## config.mk

```make
export PLATFORM = sky130hd
export DESIGN_NAME = aes_core_scheduler
export DESIGN_NICKNAME = d
export VERILOG_FILES = /design/src/rtl/aes_core_scheduler.sv
export SDC_FILE = /design/constraint.sdc
export NUM_CORES = 1
export LEC_CHECK = 0
export CELL_PAD_IN_SITES_DETAIL_PLACEMENT = 1
export CELL_PAD_IN_SITES_GLOBAL_PLACEMENT = 2
export CORE_AREA = 5 5 560 562
export DETAILED_ROUTE_END_ITERATION = 10
export DIE_AREA = 0 0 565 567
export PLACE_DENSITY_LB_ADDON = 0.1
export SLEW_MARGIN = 15
export SYNTH_ARGS = -nofsm -noshare
export SYNTH_HDL_FRONTEND = slang
export SYNTH_SLANG_ARGS = --single-unit
```

## constraint.sdc

```tcl
create_clock -name clk -period 2 [get_ports clk]
set_input_delay 0.6 -clock clk [delete_from_list [all_inputs] [get_ports clk]]
set_output_delay 0.6 -clock clk [all_outputs]
set_load 0.005 [all_outputs]
```

## src/rtl/aes_core_scheduler.sv

```systemverilog
// Round-robin scheduler sharing one AES core between NUM_REQ requesters.
// Optional macro KEY_CACHE_EN skips key expansion when the key matches the last expanded one.
`timescale 1ns/1ps
module aes_core_scheduler #(
    parameter int NUM_REQ = 2
) (
    input  logic                   clk,
    input  logic                   rst_n,
    input  logic [NUM_REQ-1:0]     req_valid,
    output logic [NUM_REQ-1:0]     req_ready,
    input  logic [NUM_REQ-1:0]     req_encdec,
    input  logic [NUM_REQ-1:0]     req_keylen,
    input  logic [NUM_REQ*256-1:0] req_key,
    input  logic [NUM_REQ*128-1:0] req_block,
    output logic [NUM_REQ-1:0]     rsp_valid,
    input  logic [NUM_REQ-1:0]     rsp_ready,
    output logic [127:0]           rsp_result,
    output logic                   busy,
    output logic                   core_encdec,
    output logic                   core_keylen,
    output logic [255:0]           core_key,
    output logic [127:0]           core_block,
    output logic                   core_init,
    output logic                   core_next,
    input  logic                   core_ready,
    input  logic [127:0]           core_result,
    input  logic                   core_result_valid
);

    localparam int PW = (NUM_REQ > 2) ? $clog2(NUM_REQ) : 1;

    typedef enum logic [2:0] {
        IDLE      = 3'd0,
        INIT      = 3'd1,
        INIT_WAIT = 3'd2,
        NEXT      = 3'd3,
        NEXT_WAIT = 3'd4,
        RESP      = 3'd5
    } state_t;

    state_t               state_q, state_d;
    logic [PW-1:0]        ptr_q, ptr_d;
    logic [PW-1:0]        own_q, own_d;
    logic                 encdec_q, encdec_d;
    logic                 keylen_q, keylen_d;
    logic [255:0]         key_q, key_d;
    logic [127:0]         block_q, block_d;
    logic [NUM_REQ-1:0]   req_ready_q, req_ready_d;
    logic [NUM_REQ-1:0]   rsp_valid_q, rsp_valid_d;
    logic [127:0]         rsp_result_q, rsp_result_d;
    logic                 skip_q, skip_d;

    logic                 found;
    logic [PW-1:0]        win;
    logic [PW-1:0]        idx;
    logic                 win_encdec;
    logic                 win_keylen;
    logic [255:0]         win_key;
    logic [127:0]         win_block;
    logic                 cache_hit;

    // Handshakes: a job is taken when the scheduler samples req_valid[i] in IDLE;
    // req_ready[i] is a registered one-cycle acknowledge the cycle after, so the
    // requester holds valid and its job fields until it sees ready. A response
    // transfers in the cycle where rsp_valid[i] and rsp_ready[i] are both high.

    // First pending requester at or after the priority pointer, wrapping.
    always_comb begin
        found = 1'b0;
        win   = '0;
        idx   = '0;
        for (int i = 0; i < NUM_REQ; i++) begin
            idx = PW'((int'(ptr_q) + i) % NUM_REQ);
            if (!found && req_valid[idx]) begin
                found = 1'b1;
                win   = idx;
            end
        end
    end

    always_comb begin
        win_encdec = 1'b0;
        win_keylen = 1'b0;
        win_key    = '0;
        win_block  = '0;
        for (int i = 0; i < NUM_REQ; i++) begin
            if (win == PW'(i)) begin
                win_encdec = req_encdec[i];
                win_keylen = req_keylen[i];
                win_key    = req_key[256*i +: 256];
                win_block  = req_block[128*i +: 128];
            end
        end
    end

`ifdef KEY_CACHE_EN
    logic [255:0] last_key_q, last_key_d;
    logic         last_keylen_q, last_keylen_d;
    logic         cache_vld_q, cache_vld_d;
    logic         init_done;

    assign init_done = (state_q == INIT_WAIT) && !skip_q && core_ready;
    assign cache_hit = cache_vld_q && (last_key_q == win_key) && (last_keylen_q == win_keylen);

    always_comb begin
        last_key_d    = last_key_q;
        last_keylen_d = last_keylen_q;
        cache_vld_d   = cache_vld_q;
        if (init_done) begin
            last_key_d    = key_q;
            last_keylen_d = keylen_q;
            cache_vld_d   = 1'b1;
        end
    end

    always_ff @(posedge clk or negedge rst_n) begin
        if (!rst_n) begin
            last_key_q    <= '0;
            last_keylen_q <= 1'b0;
            cache_vld_q   <= 1'b0;
        end else begin
            last_key_q    <= last_key_d;
            last_keylen_q <= last_keylen_d;
            cache_vld_q   <= cache_vld_d;
        end
    end
`else
    assign cache_hit = 1'b0;
`endif

    always_comb begin
        state_d      = state_q;
        ptr_d        = ptr_q;
        own_d        = own_q;
        encdec_d     = encdec_q;
        keylen_d     = keylen_q;
        key_d        = key_q;
        block_d      = block_q;
        req_ready_d  = '0;
        rsp_valid_d  = rsp_valid_q;
        rsp_result_d = rsp_result_q;
        skip_d       = 1'b0;
        case (state_q)
            IDLE: begin
                if (found && core_ready) begin
                    req_ready_d[win] = 1'b1;
                    own_d            = win;
                    encdec_d         = win_encdec;
                    keylen_d         = win_keylen;
                    key_d            = win_key;
                    block_d          = win_block;
                    state_d          = cache_hit ? NEXT : INIT;
                end
            end
            INIT: begin
                skip_d  = 1'b1;
                state_d = INIT_WAIT;
            end
            // The core lowers ready one cycle after a strobe, so the first wait cycle is blind.
            INIT_WAIT: begin
                if (!skip_q && core_ready) state_d = NEXT;
            end
            NEXT: begin
                skip_d  = 1'b1;
                state_d = NEXT_WAIT;
            end
            NEXT_WAIT: begin
                if (!skip_q && core_ready && core_result_valid) begin
                    rsp_result_d       = core_result;
                    rsp_valid_d[own_q] = 1'b1;
                    state_d            = RESP;
                end
            end
            RESP: begin
                if (rsp_ready[own_q]) begin
                    rsp_valid_d = '0;
                    ptr_d       = (own_q == PW'(NUM_REQ - 1)) ? '0 : own_q + 1'b1;
                    state_d     = IDLE;
                end
            end
            default: state_d = IDLE;
        endcase
    end

    always_ff @(posedge clk or negedge rst_n) begin
        if (!rst_n) begin
            state_q      <= IDLE;
            ptr_q        <= '0;
            own_q        <= '0;
            encdec_q     <= 1'b0;
            keylen_q     <= 1'b0;
            key_q        <= '0;
            block_q      <= '0;
            req_ready_q  <= '0;
            rsp_valid_q  <= '0;
            rsp_result_q <= '0;
            skip_q       <= 1'b0;
        end else begin
            state_q      <= state_d;
            ptr_q        <= ptr_d;
            own_q        <= own_d;
            encdec_q     <= encdec_d;
            keylen_q     <= keylen_d;
            key_q        <= key_d;
            block_q      <= block_d;
            req_ready_q  <= req_ready_d;
            rsp_valid_q  <= rsp_valid_d;
            rsp_result_q <= rsp_result_d;
            skip_q       <= skip_d;
        end
    end

    assign req_ready   = req_ready_q;
    assign rsp_valid   = rsp_valid_q;
    assign rsp_result  = rsp_result_q;
    assign busy        = (state_q != IDLE);
    assign core_encdec = encdec_q;
    assign core_keylen = keylen_q;
    assign core_key    = key_q;
    assign core_block  = block_q;
    assign core_init   = (state_q == INIT);
    assign core_next   = (state_q == NEXT);

endmodule

```

==> qor.txt <==
H-Tree Depth: 3
outcome: complete, but fails checks
first-pass GRT wire length: 331,000 um
Die H: 567 um
Hold Vio Cnt, Final: 0
Seq/Total Area, Yosys: 0.501
WL per Instance: 29.9 um
CTS Buf Count: 91
Clock Latency Late Sink: 0.83 ns
Worst Path Arrival: 1.86 ns
placed cells: 8,166
CTS tree: built
max_slew headroom: 0.583
Clock Tree Buf Depth: 4
Core Area: 308,000 um2
synthesized flop and latch total: 524
Yosys cell types: 31
syn_nets: 3,506
area post-placement: 48,000 um2
share of cells above drive strength 1: 0.335
Tightest Pin Transition: 0.625 ns
Final ANT Viol Nets: 0
drt total wl: 257,000 um
Slew Viols, Final: 0
Setup crit start kind: flop
Final period util: 1.23
Initial Util: 0.0851
Peak supply drop: 0.565 mV
Min Hold Slack: 0.309 ns
cells after synthesis: 2,598
number of synthesized flops with an enable pin: 0
global route overflow: 0
asr flop ratio synth: 1.00
design area: 54,000 um2
Sink Count: 524
RSZ-0062 raised after global routing: true
MaxCap Viol Count: 0
HPWL Detailed: 196,000 um
CP endpoint kind: output pin
antenna violations before repair: 147
Vias: 30.8k
Hold Path Class: primary input to flop
commonest non-fill, non-tap cells in the layout: clkdlybuf4s50_1, dfrtp_1, buf_4
Die Wd: 565 um
# IOs: 1,429
IO buf count: 1,428
fmax: 407 MHz
synth top area cells: dfrtp_1, o211ai_1, a31oi_1
vias in the first global route: 33.6k
DRT iter0 DRCs: 1,386
die footprint: 320,000 um2
Root Buffer: clkbuf_16
Worst Path Required: 1.40 ns
power per cell area: 1390 nW/um2
mean post-synth cell area: 10.1 um2
Post-route DRC: 0
Pre-antenna DRT Iters: 4
RD Place Congestion: 0.774
Syn-to-layout area delta: 106%
Cell Area, Synth: 26,200 um2
Layout Nets: 5,277
PnR worst setup slack: -0.456 ns
CP max FO: 2
GR Util All Layers: 0.149
row count: 204
area fraction of the dominant cell type after synthesis: 0.501
final setup fails: 171
Tmin final: 2.46 ns
largest net degree at the start of global routing: 54
Synthesis Warnings: 0
Pleak: 20.5 nW
filler instances: 35.4k
violated checks: negative setup slack
Non-Filler Instances: 8,584
ys flop type: dfrtp_1
Max Clock Skew: 0.0629 ns
WS Path Type: flop to output pin
largest area contributor in the netlist: dfrtp_1
clock slew at reported path FFs: 0.06 ns
commonest non-fill, non-tap cell in the layout: clkdlybuf4s50_1
Vias/cell: 3.59
-- critical path: stages, from the launching register on --
cell	delay [ns]
dfrtp_1	0.39
buf_6	0.12
nor3_4	0.17
buf_12	0.15
buf_8	0.10
inv_4	0.03
buf_8	0.12
-- path summary, 6_finish.rpt --
kind	slack (ns)	startpoint	to	depth (start not counted)
max	-0.46	state_q[0]	busy	6
min	0.31	req_valid[1]	core_key[168]	4
max reg2reg	-0.10	state_q[0]	core_block[66]	10
min reg2reg	0.50	rsp_result[47]	rsp_result[47]	1
max in group asynchronous	0.78	rst_n	core_block[95]	4
min in group asynchronous	0.38	rst_n	core_key[18]	2
-- state kept, by name, summed over array words and instances (netlist names) --
register	cells
core_key	256
core_block	128
rsp_result	128
state_q	3
req_ready	2
rsp_valid	2
core_encdec	1
core_keylen	1
own_q	1
ptr_q	1
skip_q	1
-- kinds of logic after synthesis --
family / synth area share
AO/OA/AOI/OAI: 0.352
flip-flops: 0.501
buffers and inverters: 0.0697
multiplexers: 0.0714
AND/OR/NAND/NOR: 0.00559
XOR/XNOR: 0.000334
-- cell usage after synthesis, types with 2 or more instances --
master    number
a21oi_1      390
a31oi_1      387
and2_1         2
buf_1         13
buf_2         62
buf_4          3
buf_6         49
clkbuf_1     232
dfrtp_1      524
inv_1          4
inv_2          2
mux2_2        19
mux2_4       109
mux2i_1        2
nand2_1        3
nand3_1        2
nand4b_1       2
nor2_1         6
nor2b_1        2
nor3_1         2
o211ai_1     386
o21ai_0      355
o21ai_1       34
-- area by class of cell --
type	count	area [um2]	area share
Timing Repair Buffer	2037	20600	0.382
Sequential cell	524	13100	0.244
Multi-Input combinational cell	1709	12100	0.225
Tap cell	4120	5150	0.0955
Clock buffer	141	2660	0.0492
Clock inverter	18	158	0.00292
Antenna cell	29	72.6	0.00135
Inverter	6	40.0	0.000742
-- repair_timing --
action / 4_1_cts / 5_1_grt
resized for setup: 2733 / 135
pin swaps: 9 / 3
hold buffers: 1 / 0
endpoints found under the setup margin: 843 / 732
setup buffers: 181 / 19
cloned: 13 / 28
endpoints found under the hold margin: 7 / 0
-- report_power, final --
group          internal [mW]  leakage [nW]  total, mW  switching [mW]
registers               16.0          5.94       20.0            4.02
clock network           9.31          1.38       16.0            6.65
logic                   20.1          13.2       39.2            19.0
total                   45.4          20.5       75.1            29.7
-- per-stage QoR --
step / power (mW) / setup TNS, ns / worst slack [ns] / utilization
2_1_floorplan: 29.7 / 0 / 0.146 / -
3_3_place_gp: 54.6 / -246.15 / -0.603 / 0.156
3_5_place_dp: 54.5 / -247.63 / -0.587 / 0.156
4_1_cts: 74.4 / -186.81 / -0.635 / 0.169
5_1_grt: 79.7 / -61.47 / -0.600 / 0.175
6_report: 75.1 / -7.23 / -0.456 / 0.175
-- metal layers --
| metal | vias to the layer above | routed length, um | global-route usage |
|---|---|---|---|
| met3 | 357 | 22500 | 0.0607 |
| met4 | 130 | 4100 | 0.0234 |
| li1 | 13721 | - | - |
| met1 | 15467 | 104000 | 0.174 |
| met5 | - | 800 | 0 |
| met2 | 1127 | 125000 | 0.260 |
Note: power is estimated with default switching activity, not from simulation.
